--- src/rtl/user_gpio_pkg.sv ---
// rtl/user_gpio_pkg.sv - shared constants and helpers for the user GPIO Wishbone block
package user_gpio_pkg;

  localparam int NGPIO_DEF = 27;

  // Word offsets, i.e. wbs_adr_i[7:2]
  localparam logic [5:0] OFF_OUT      = 6'h00;
  localparam logic [5:0] OFF_OEB      = 6'h01;
  localparam logic [5:0] OFF_IN       = 6'h02;
  localparam logic [5:0] OFF_RISE_EN  = 6'h03;
  localparam logic [5:0] OFF_FALL_EN  = 6'h04;
  localparam logic [5:0] OFF_STATUS   = 6'h05;
  localparam logic [5:0] OFF_DEBOUNCE = 6'h06;

  localparam logic [31:0] OEB_RST = 32'hFFFF_FFFF;

  function automatic logic [31:0] apply_sel(input logic [31:0] cur,
                                            input logic [31:0] wdata,
                                            input logic [3:0]  sel);
    logic [31:0] res;
    res = cur;
    for (int k = 0; k < 4; k++) begin
      if (sel[k]) res[8*k +: 8] = wdata[8*k +: 8];
    end
    return res;
  endfunction

endpackage

--- src/rtl/gpio_sync_debounce.sv ---
// rtl/gpio_sync_debounce.sv - pad input synchroniser with prescaled sampling
// tick pulses the cycle after sampled/prev take a new sample.
module gpio_sync_debounce #(
  parameter int NGPIO       = 27,
  parameter int SYNC_STAGES = 2,
  parameter int DBW         = 16
) (
  input  logic             clk,
  input  logic             rst_n,
  input  logic [NGPIO-1:0] io_in,
  input  logic [DBW-1:0]   period,
  input  logic             prescale_clr,
  output logic [NGPIO-1:0] sampled,
  output logic [NGPIO-1:0] prev,
  output logic             tick
);

  logic [NGPIO-1:0] sync_q [SYNC_STAGES];
  logic [DBW-1:0]   cnt;
  logic             sample_en;

  assign sample_en = (cnt == period);

  always_ff @(posedge clk or negedge rst_n) begin
    if (!rst_n) begin
      for (int i = 0; i < SYNC_STAGES; i++) sync_q[i] <= '0;
      cnt     <= '0;
      sampled <= '0;
      prev    <= '0;
      tick    <= 1'b0;
    end else begin
      sync_q[0] <= io_in;
      for (int i = 1; i < SYNC_STAGES; i++) sync_q[i] <= sync_q[i-1];
      if (prescale_clr || sample_en) cnt <= '0;
      else                           cnt <= cnt + DBW'(1);
      tick <= sample_en;
      if (sample_en) begin
        prev    <= sampled;
        sampled <= sync_q[SYNC_STAGES-1];
      end
    end
  end

endmodule

--- src/rtl/user_gpio_wb.sv ---
// rtl/user_gpio_wb.sv - Wishbone GPIO block for the user project pads
// Registers, edge interrupt and Wishbone decode; input conditioning lives in gpio_sync_debounce.
module user_gpio_wb
  import user_gpio_pkg::*;
#(
  parameter int          NGPIO       = NGPIO_DEF,
  parameter logic [31:0] BASE_ADDR   = 32'h3000_0000,
  parameter int          SYNC_STAGES = 2,
  parameter int          DBW         = 16
) (
  input  logic             wb_clk_i,
  input  logic             wb_rst_n_i,
  input  logic             wbs_cyc_i,
  input  logic             wbs_stb_i,
  input  logic             wbs_we_i,
  input  logic [3:0]       wbs_sel_i,
  input  logic [31:0]      wbs_adr_i,
  input  logic [31:0]      wbs_dat_i,
  output logic             wbs_ack_o,
  output logic [31:0]      wbs_dat_o,
  input  logic [NGPIO-1:0] io_in,
  output logic [NGPIO-1:0] io_out,
  output logic [NGPIO-1:0] io_oeb,
  output logic             irq_o
);

  // Reset asserts immediately but releases on a clock edge
  logic [1:0] rst_sync;
  logic       rst_n;

  always_ff @(posedge wb_clk_i or negedge wb_rst_n_i) begin
    if (!wb_rst_n_i) rst_sync <= 2'b00;
    else             rst_sync <= {rst_sync[0], 1'b1};
  end
  assign rst_n = rst_sync[1];

  logic [NGPIO-1:0] out_q, oeb_q, rise_en_q, fall_en_q, status_q;
  logic [DBW-1:0]   debounce_q;
  logic [NGPIO-1:0] sampled, prev, edges, status_nxt;
  logic             tick;
  logic             hit, wr;
  logic [5:0]       off;
  logic [31:0]      rdata, merged, clr;

  assign off    = wbs_adr_i[7:2];
  assign hit    = wbs_cyc_i & wbs_stb_i & (wbs_adr_i[31:8] == BASE_ADDR[31:8]);
  assign wr     = hit & ~wbs_ack_o & wbs_we_i;
  assign io_out = out_q;
  assign io_oeb = oeb_q;

  gpio_sync_debounce #(
    .NGPIO       (NGPIO),
    .SYNC_STAGES (SYNC_STAGES),
    .DBW         (DBW)
  ) u_sync (
    .clk          (wb_clk_i),
    .rst_n        (rst_n),
    .io_in        (io_in),
    .period       (debounce_q),
    .prescale_clr (wr && (off == OFF_DEBOUNCE)),
    .sampled      (sampled),
    .prev         (prev),
    .tick         (tick)
  );

  always_comb begin
    rdata = '0;
    case (off)
      OFF_OUT:      rdata = 32'(out_q);
      OFF_OEB:      rdata = 32'(oeb_q);
      OFF_IN:       rdata = 32'(sampled);
      OFF_RISE_EN:  rdata = 32'(rise_en_q);
      OFF_FALL_EN:  rdata = 32'(fall_en_q);
      OFF_STATUS:   rdata = 32'(status_q);
      OFF_DEBOUNCE: rdata = 32'(debounce_q);
      default:      rdata = '0;
    endcase
  end

  // Merging with the current value keeps unselected bytes intact
  assign merged = apply_sel(rdata, wbs_dat_i, wbs_sel_i);
  assign clr    = apply_sel(32'h0, wbs_dat_i, wbs_sel_i);

  always_comb begin
    edges = '0;
    if (tick) edges = (sampled & ~prev & rise_en_q) | (~sampled & prev & fall_en_q);
    // A new edge in the same cycle as its W1C must survive
    status_nxt = status_q | edges;
    if (wr && (off == OFF_STATUS)) status_nxt = (status_q & ~clr[NGPIO-1:0]) | edges;
  end

  always_ff @(posedge wb_clk_i or negedge rst_n) begin
    if (!rst_n) begin
      wbs_ack_o <= 1'b0;
      wbs_dat_o <= '0;
    end else begin
      wbs_ack_o <= hit & ~wbs_ack_o;
      wbs_dat_o <= (hit & ~wbs_ack_o & ~wbs_we_i) ? rdata : '0;
    end
  end

  always_ff @(posedge wb_clk_i or negedge rst_n) begin
    if (!rst_n) begin
      out_q      <= '0;
      oeb_q      <= OEB_RST[NGPIO-1:0];
      rise_en_q  <= '0;
      fall_en_q  <= '0;
      debounce_q <= '0;
    end else if (wr) begin
      case (off)
        OFF_OUT:      out_q      <= merged[NGPIO-1:0];
        OFF_OEB:      oeb_q      <= merged[NGPIO-1:0];
        OFF_RISE_EN:  rise_en_q  <= merged[NGPIO-1:0];
        OFF_FALL_EN:  fall_en_q  <= merged[NGPIO-1:0];
        OFF_DEBOUNCE: debounce_q <= merged[DBW-1:0];
        default: ;
      endcase
    end
  end

  always_ff @(posedge wb_clk_i or negedge rst_n) begin
    if (!rst_n) begin
      status_q <= '0;
      irq_o    <= 1'b0;
    end else begin
      status_q <= status_nxt;
      irq_o    <= |status_q;
    end
  end

  logic unused_bits;
  assign unused_bits = ^{wbs_adr_i[1:0], merged, clr};

endmodule

--- config.mk ---
export PLATFORM = sky130hd
export DESIGN_NAME = user_gpio_wb
export DESIGN_NICKNAME = d
export VERILOG_FILES = /design/src/rtl/user_gpio_pkg.sv /design/src/rtl/gpio_sync_debounce.sv /design/src/rtl/user_gpio_wb.sv
export SDC_FILE = /design/constraint.sdc
export NUM_CORES = 1
export LEC_CHECK = 0
export BUFFER_PORTS_ARGS = -buffer_cell sky130_fd_sc_hd__buf_2
export CAP_MARGIN = 20
export CORE_UTILIZATION = 40
export DETAILED_ROUTE_END_ITERATION = 7
export PLACE_DENSITY = 0.61
export SLEW_MARGIN = 40
export SYNTH_ARGS = -nofsm -noshare
export SYNTH_HDL_FRONTEND = slang
export SYNTH_SLANG_ARGS = --single-unit
--- constraint.sdc ---
create_clock -name wb_clk_i -period 13.5 [get_ports wb_clk_i]
set_clock_uncertainty 0.05 [all_clocks]
set_input_delay 1.35 -clock wb_clk_i [delete_from_list [all_inputs] [get_ports wb_clk_i]]
set_output_delay 1.35 -clock wb_clk_i [all_outputs]
set_load 0.01 [all_outputs]
Word-level counts from Yosys, hierarchy flattened

Cells that the tools add are included.

Flip-flop bits (word level): 312
Latch bits: 0
Memory bits (writable): 0
Memory bits (read-only): 0
Bits of input ports: 100
Word-level logic and storage cells: 66
Memories kept: 0

Add/subtract/negate cells: 1
Multipliers: 0
Divide/modulo/power cells: 0
$lt $le $gt $ge: 0
Equality and inequality tests: 8
Shifts and indexed selects: 0
Mux-type cells: 13
Bitwise operators: 18
Reduce and logical (&&, ||, !) cells: 10

Operator list:

| kind                                             | count |
|---|---|
| case mux 27 bit (7 select lines)                 | 1 |
| AND 27 bit                                       | 5 |
| inverter 27 bit                                  | 3 |
| bitwise OR 27 bit                                | 3 |
| 2-to-1 mux 27 bit                                | 2 |
| 2-to-1 mux 8 bit                                 | 6 |
| 2-to-1 mux 32 bit                                | 1 |
| OR reduction 27 bit                              | 1 |
| == test 24 x 22 -> 1 bit (second input constant) | 1 |
| == test 6 x 3 -> 1 bit (second input constant)   | 3 |
| adder 16 x 1 -> 16 bit (second input constant)   | 1 |
| == test 16 bit                                   | 1 |
| 2-to-1 mux 16 bit                                | 1 |
| == test 6 x 2 -> 1 bit (second input constant)   | 2 |
| AND reduction 2 bit                              | 5 |
| == test 6 x 1 -> 1 bit (second input constant)   | 1 |
| logical NOT 6 bit                                | 1 |
| 2-to-1 mux 3 bit                                 | 2 |
| AND 1 bit                                        | 5 |
| logical AND 1 bit                                | 2 |
| inverter 1 bit                                   | 2 |
| logical OR 1 bit                                 | 1 |

Logic depth before layout (Yosys ltp)

Gate-level depths: netlist of run 1.

Depth after elaboration: 7
Gate-level depth with buffers: 9
Mapped depth without buffers: 6

Cells and area by module

From an unflattened synthesis of run 1, not the netlist that was laid out.

Cells, all modules: 1201
Area, all modules: 13993.4 um2

By module, submodules not included:

| module             | times used | cells an instance | area an instance (um2) | sequential area each (um2) |
|---|---|---|---|---|
| user_gpio_wb       | 1          | 932               | 9397.8                 | 4588.2 |
| gpio_sync_debounce | 1          | 269               | 4595.7                 | 3128.0 |

Least setup slack after synthesis of run 1

OpenSTA, ideal clock, no wires.

Path type: input-to-reg
Start: input port wbs_adr_i[4]
End: register fall_en_q[5]
Library setup time: 0.163 ns
Arrival time: 3.406 ns
Data required time: 13.287 ns
Slack: 9.881 ns
Stages on the path: 6
Buffers on the path: 2
Cell sequence: clkbuf_1 -> buf_1 -> mux2i_1 -> o22ai_1 -> a2111oi_0 -> o31ai_1

Longest elaborated chain between the ends: 3
Elaborated cells between the ends (all ways): 10
Those cells by class: eq/ne: 6; mux: 2; reduce/logical: 2

RTL lines:

| item                                           | line                | text |
|---|---|---|
| from (decl)                                    | user_gpio_wb.sv:17  | `input logic [31:0] wbs_adr_i,` |
| == test 6 x 3 -> 1 bit (tied with other cells) | user_gpio_wb.sv:68  | `case (off)` |
| case mux 27 bit (7 select lines)               | user_gpio_wb.sv:68  |  |
| 2-to-1 mux 8 bit                               | user_gpio_pkg.sv:23 | `if (sel[k]) res[8*k +: 8] = wdata[8*k +: 8];` |
| to (signal assigned)                           | user_gpio_wb.sv:114 | `OFF_FALL_EN: fall_en_q <= merged[NGPIO-1:0];` |
| to (decl)                                      | user_gpio_wb.sv:37  | `logic [NGPIO-1:0] out_q, oeb_q, rise_en_q, fall_en_q, status_q;` |

Several ways; a longest one is shown, not always the timed one.
A chain may end at the register's enable or synchronous reset.

Worst setup path after layout of run 1

Start: input port wbs_adr_i[4]
End: register out_q[14] (netlist: io_out[14])

Longest elaborated chain between the ends: 3
Elaborated cells between the ends (all ways): 10
Those cells by class: eq/ne: 6; mux: 2; reduce/logical: 2

RTL lines:

| item                                           | line                | text |
|---|---|---|
| == test 6 x 3 -> 1 bit (tied with other cells) | user_gpio_wb.sv:68  |  |
| case mux 27 bit (7 select lines)               | user_gpio_wb.sv:68  |  |
| 2-to-1 mux 8 bit                               | user_gpio_pkg.sv:23 |  |
| to (signal assigned)                           | user_gpio_wb.sv:111 | `OFF_OUT: out_q <= merged[NGPIO-1:0];` |
| to (decl)                                      | user_gpio_wb.sv:37  |  |

Several ways; a longest one is shown, not always the timed one.

==> flow_metrics.env, run 1 <==
export IMPL_p_per_area_nw_per_um2=124.7
export IMPL_grt_pass1_vias=10110
export IMPL_synth_warnings=0
export IMPL_r2r_end="u_sync.cnt[10]"
export IMPL_combPwrFrac_pct=4.6
export IMPL_cts_setup_buffers=0
export IMPL_crit_type="in2reg"
export IMPL_overflow=0
export IMPL_use_met3_pct=4.979
export IMPL_row_count=66
export IMPL_p_total_mw=1.990
export IMPL_worstMarginPinSlew_ns=0.8874
export IMPL_pin_count=188
export IMPL_cts_resized_gates=0
export IMPL_syn_inst=1185
export IMPL_critPathMaxFanout=47
export IMPL_detail_route_wl_per_cell_um=21.05
export IMPL_synth_cell_type_count=53
export IMPL_max_cap_violations=0
export IMPL_cts_tree="done"
export IMPL_synth_area_um2=13340
export IMPL_drt_total_wl_um=38530
export IMPL_ctsHoldBuffers=0
export IMPL_area_growth_pct=19.64
export IMPL_dp_hpwl_um=24720
export IMPL_sw_frac_of_total_pct=22.19
export IMPL_timing_rr_start="u_sync.cnt[14]"
export IMPL_root_buffer="clkbuf_16"
export IMPL_synth_seq_cells=307
export IMPL_die_w_um=184.6
export IMPL_p_leak_nw=7.001
export IMPL_grt_usage_pct=22.91
export IMPL_finalCriticalPeriod_ns=4.409
export IMPL_die_y_um=184.6
export IMPL_setup_violations=0
export IMPL_grtUsageMet1_pct=32.24
export IMPL_yosysSeqAreaShare_pct=57.86
export IMPL_setup_tns_ns=0
export IMPL_grt_max_degree=91
export IMPL_antenna_found_initial=0
export IMPL_drcViolationCount=0
export IMPL_io_buffer_count=175
export IMPL_drt_first_iter_violations=801
export IMPL_grtUsageMet2_pct=35.20
export IMPL_power_net_switching_uw=441.5
export IMPL_finalHoldViolations=0
export IMPL_p_int_mw=1.548
export IMPL_initial_utilization_pct=40.78
export IMPL_clkSlewWorstSetupHoldPaths_ns=0.06
export IMPL_cts_path_max_buffers=3
export IMPL_finalMaxSlewViolations=0
export IMPL_mostFrequentLayoutCells="dfrtp_1 (279), buf_2 (175), nand2_1 (160)"
export IMPL_drt_pass1_iter_count=7
export IMPL_clkPwrFrac_pct=47.6
export IMPL_vdd_ir_drop_max_mv=0.07529
export IMPL_grt_busiest_layer="met2"
export IMPL_ant_nets=0
export IMPL_final_common_cell="dfrtp_1"
export IMPL_slew_headroom_pct=40.84
export IMPL_end_kind="register"
export IMPL_drive_above_1_share_pct=26.15
export IMPL_syn_avg_cell_area_um2=11.25
export IMPL_power_frac_seq_pct=47.8
export IMPL_cp_start_kind="input port"
export IMPL_nets=1463
export IMPL_htree_levels=2
export IMPL_ys_flop_type="dfrtp_1"
export IMPL_worstHoldPathType="reg2async"
export IMPL_antennaDiodeCount=0
export IMPL_rsz0062_at_grt="false"
export IMPL_core_area_um2=32700
export IMPL_critPathRequiredTime_ns=13.85
export IMPL_grt_pass1_wl_um=58750
export IMPL_cts_sinks=307
export IMPL_vias_per_cell=5.648
export IMPL_insertion_delay_ns=0.51
export IMPL_routed_via_count=10340
export IMPL_timing_final_crit_share_pct=32.66
export IMPL_status="finished clean"
export IMPL_dieArea_um2=34080
export IMPL_r2r_worst_path_cells=6
export IMPL_ff2ff_setup_slack_ns=10.36
export IMPL_worstPathArrival_ns=4.76
export IMPL_synth_async_sr_flop_share_pct=100.0
export IMPL_fmax_mhz=226.8
export IMPL_synth_edf_count=0
export IMPL_cts_buffers=35
export IMPL_routabilityCongestion=0.8426
layer usage:
layer,vias up,routed length [um]
met5,-,0
met4,0,995
met3,76,3418
met2,496,17290
met1,5099,16830
li1,4664,-
critical path, cell delays in order:
cell and delay, ns:
buf_2 0.10, buf_4 0.37, or4_1 1.00, nor3_1 0.44, nand3_1 0.63, buf_4 0.54, o31ai_1 0.30
Yosys cell counts (all sizes together) (12+ instances only):
master	n	share of area [%]
dfstp	27	5.3
nor3	17	0.72
mux2	62	5.2
a211oi	14	0.79
o22ai	14	0.66
nor2	66	1.9
o31ai	70	3.9
a22o	29	1.9
clkbuf	44	1.2
mux2i	50	3.8
nand2	161	4.5
nand3	39	1.5
a21oi	15	0.56
buf	27	1.1
nand3b	30	1.7
a2111oi	14	0.92
o21ai	78	2.9
xnor2	28	1.8
nor2b	20	0.94
nor4	12	0.56
dfrtp	280	53
registers in the layout (all words and copies together) (netlist names):
signal / flops
wbs_ack_o: 1
io_oeb: 27
debounce_q: 16
status_q: 27
u_sync.sync_q: 54
u_sync.cnt: 16
rise_en_q: 27
irq_o: 1
u_sync.tick: 1
io_out: 27
fall_en_q: 27
wbs_dat_o: 27
u_sync.prev: 27
rst_sync: 2
u_sync.sampled: 27
cell type report:
cell class | count | area (um^2)
Inverter | 10 | 37.54
Clock inverter | 13 | 148.9
Clock buffer | 50 | 1005
Tap cell | 442 | 553.0
Sequential cell | 307 | 7720
Timing Repair Buffer | 207 | 1169
Fill cell | 3031 | 16750
Multi-Input combinational cell | 801 | 5323
cell families after synthesis:
family / after synthesis / share of synthesized area, %
AND/OR/NAND/NOR: 378 / 13.72
flip-flops: 307 / 57.86
AO/OA/AOI/OAI: 269 / 13.81
multiplexers: 117 / 9.832
buffers and inverters: 81 / 2.664
XOR/XNOR: 30 / 1.970
other: 2 / 0.05631
adder cells (fa/ha/maj): 1 / 0.09380
how the worst max path moves through the flow:
stage               slack (ns)    startpoint  cells past startpoint       endpoint
finish                    9.09  wbs_adr_i[4]                      7     io_out[14]
global route              8.99  wbs_adr_i[4]                      7     io_out[14]
CTS                       9.17  wbs_adr_i[4]                      7     io_out[14]
detailed placement        8.64  wbs_adr_i[4]                      7     io_out[14]
global placement          8.73  wbs_adr_i[4]                      7      io_out[9]
floorplan                 4.31   rst_sync[1]                      0  debounce_q[0]
power by group through the flow:
stage	registers, mW	clock network, mW	logic [mW]
floorplan	0.974	0	0.0410
global placement	0.968	0	0.0861
detailed placement	0.967	0	0.0912
CTS	0.951	0.976	0.0915
global route	0.952	1.01	0.0999
finish	0.951	0.947	0.0916
metrics by stage:
step | instances | setup WS [ns] | hold WS (ns) | utilization (%) | area, um^2
2_1_floorplan | 1189 | 4.308 | 0.2812 | - | 13350
3_3_place_gp | 1765 | 8.731 | 0.2830 | 45.02 | 14720
3_5_place_dp | 1767 | 8.639 | 0.2635 | 45.25 | 14800
4_1_cts | 1830 | 9.166 | 0.2573 | 48.78 | 15950
5_1_grt | 1830 | 8.994 | 0.2859 | 48.79 | 15960
6_report | 1830 | 9.091 | 0.2380 | 48.79 | 15960
Note: power is estimated with default switching activity, not from simulation.
==> run 2, diff against run 1 <==
PLACE_DENSITY = 0.63   (was 0.61)
clock period = 3.55 ns   (was 13.5 ns; I/O delays follow)
==> run 2 against run 1 <==
Sequential cell count is the same. Global-route usage is essentially flat. Core utilization grew 1.5 points. Sequential share of layout area shrank 1.4 points. Non-clock buffer count grew 51. Routed wire length shrank 0.58%. Setup slack lost 8.1 ns. Clock-buffer cell count grew 4. Via count grew 1.4%. Die area is the same. Sequential power grew to 3.8 times the previous value. Clock power grew to 3.9 times the previous value. Critical endpoint is now u_sync.cnt[14]. Largest cell class unchanged.
==> flow_metrics.env, run 2 (synthesis results as in run 1) <==
export IMPL_antenna_found_initial=3
export IMPL_setup_tns_ns=0
export IMPL_critPathRequiredTime_ns=3.87
export IMPL_placed_area_um2=14930
export IMPL_initial_utilization_pct=40.78
export IMPL_area_growth_pct=23.26
export IMPL_final_common_cell="dfrtp_1"
export IMPL_wl_met3_um=2923
export IMPL_highest_layer="met5"
export IMPL_routed_via_count=10480
export IMPL_nets=1515
export IMPL_drt_total_wl_um=38300
export IMPL_pre_cts_ws_ns=0.5830
export IMPL_max_cap_violations=0
export IMPL_insertion_delay_ns=0.52
export IMPL_grt_pass1_wl_um=59020
export IMPL_vias_per_cell=5.558
export IMPL_grt_usage_pct=22.89
export IMPL_p_leak_nw=7.240
export IMPL_layout_setup_ws_ns=1.023
export IMPL_status="finished clean"
export IMPL_grt_max_degree=79
export IMPL_sw_frac_of_total_pct=22.12
export IMPL_io_buffer_count=175
export IMPL_drt_first_iter_violations=858
export IMPL_seq_area_um2=7720
export IMPL_ant_nets=0
export IMPL_detail_route_wl_per_cell_um=20.32
export IMPL_vdd_ir_drop_max_mv=0.2843
export IMPL_finalCriticalPeriod_ns=2.527
export IMPL_clkPwrFrac_pct=48.2
export IMPL_cpPeakStageDelay_ns=0.58
export IMPL_cts_buffers=36
export IMPL_htree_levels=2
export IMPL_die_w_um=184.6
export IMPL_crit_type="reg2reg"
export IMPL_largest_reg_flops=54
export IMPL_fmax_mhz=395.7
export IMPL_fin_area_um2=16440
export IMPL_worstPathArrival_ns=2.84
export IMPL_top_register="u_sync.sync_q"
export IMPL_critPathBufInv=1
export IMPL_cts_path_max_buffers=3
export IMPL_wl_met1_um=16760
export IMPL_dp_hpwl_um=26120
export IMPL_drive_above_1_share_pct=26.84
export IMPL_routabilityCongestion=0.8773
export IMPL_mostFrequentLayoutCells="dfrtp_1 (279), buf_2 (175), nand2_1 (161)"
export IMPL_end_kind="register"
export IMPL_drt_pass1_iter_count=7
export IMPL_timing_final_crit_share_pct=71.18
export IMPL_drcViolationCount=0
export IMPL_rsz0062_at_grt="false"
export IMPL_combPwrFrac_pct=4.8
export IMPL_power_frac_seq_pct=47.0
export IMPL_nFillCells=3001
export IMPL_cp_start_kind="register"
export IMPL_wl_met2_um=17590
export IMPL_power_net_switching_mw=1.703
export IMPL_worstMarginPinSlew_ns=0.8073
export IMPL_dieArea_um2=34080
export IMPL_clkSlewWorstSetupHoldPaths_ns=0.06
export IMPL_core_area_um2=32700
export IMPL_cts_resized_gates=0
export IMPL_die_y_um=184.6
export IMPL_root_buffer="clkbuf_16"
export IMPL_grt_pass1_vias=10290
export IMPL_setup_violations=0
export IMPL_critPathTopFamily="simple AND/OR/NAND/NOR gates"
export IMPL_finalHoldViolations=0
export IMPL_slew_headroom_pct=46.05
export IMPL_worstHoldPathType="in2reg"
export IMPL_pin_count=188
export IMPL_cts_sinks=307
export IMPL_row_count=66
export IMPL_worstPathCellList="xnor2_1 -> nand4_1 -> nor4_2 -> buf_4 -> nand2b_1 -> nor2_1"
export IMPL_p_per_area_nw_per_um2=468.5
export IMPL_multiInputGateArea_um2=5299
export IMPL_critPathMaxFanout=21
export IMPL_finalMaxSlewViolations=0
export IMPL_critPathSlowestCell="nand2b_1"
export IMPL_cts_tree="done"
export IMPL_overflow=0
export IMPL_p_int_mw=5.997
-- run 2: changes by cell type in the layout (fill, tap and decap cells not counted), moves of 2 or more --
cell,before,now
nand3_2,3,1
clkbuf_1,10,8
nand3_1,36,38
buf_4,27,52
dlygate4sd3_1,0,28
buf_6,2,0
clkbuf_8,3,8
-- run 2: timing repair --
item	4_1_cts	5_1_grt
endpoints found under the setup margin	0	0
endpoints found under the hold margin	29	0
setup buffers	0	0
hold buffers	28	0
-- run 2: area by class of cell --
type	count	area share, %
Sequential cell	307	46.96
Tap cell	442	3.364
Antenna cell	1	0.01522
Clock buffer	54	6.637
Clock inverter	12	0.7840
Inverter	10	0.2283
Multi-Input combinational cell	801	32.23
Timing Repair Buffer	258	9.773
-- run 2: power by group through the flow --
stage	registers [mW]	clock network (mW)	logic (mW)
2_1_floorplan	3.70	0	0.156
3_3_place_gp	3.68	0	0.345
3_5_place_dp	3.68	0	0.348
4_1_cts	3.62	3.79	0.373
5_1_grt	3.63	3.95	0.405
6_report	3.62	3.71	0.372
-- run 2: worst paths after layout --
check                                       start               end  slack, ns  cells past startpoint
worst min-delay path                 wbs_dat_i[6]     debounce_q[6]       0.11                      3
min in group asynchronous              wb_rst_n_i       rst_sync[1]       0.12                      2
max in group asynchronous             rst_sync[1]        io_oeb[18]       2.10                      1
worst min register to register  u_sync.sync_q[30]  u_sync.sync_q[3]       0.29                      0
worst max register to register      u_sync.cnt[3]    u_sync.cnt[14]       1.02                      6
worst max-delay path                u_sync.cnt[3]    u_sync.cnt[14]       1.02                      6
-- run 2: metrics by stage --
| step | cells | util [%] | hold WS, ns | power (mW) |
|---|---|---|---|---|
| floorplan | 1189 | - | 0.009409 | 3.857 |
| global placement | 1790 | 45.67 | 0.09089 | 4.024 |
| detailed placement | 1790 | 45.67 | 0.09496 | 4.029 |
| CTS | 1884 | 50.25 | 0.09080 | 7.780 |
| global route | 1885 | 50.27 | 0.1140 | 7.983 |
| finish | 1885 | 50.27 | 0.1083 | 7.701 |
-- run 2: worst reg2reg max path, delay by kind of cell, from the launching register on --
kind	cells	cell delay [ns]
buffers and inverters	1	0.40
and+or+nand+nor	4	1.24
DFF	1	0.42
xor gates and xnor gates	1	0.27
-- run 2: routing by layer --
layer	up-vias	track usage [%]
met2	431	35.91
met5	-	0
met4	4	7.167
li1	4771	-
met1	5202	31.77
met3	69	4.604
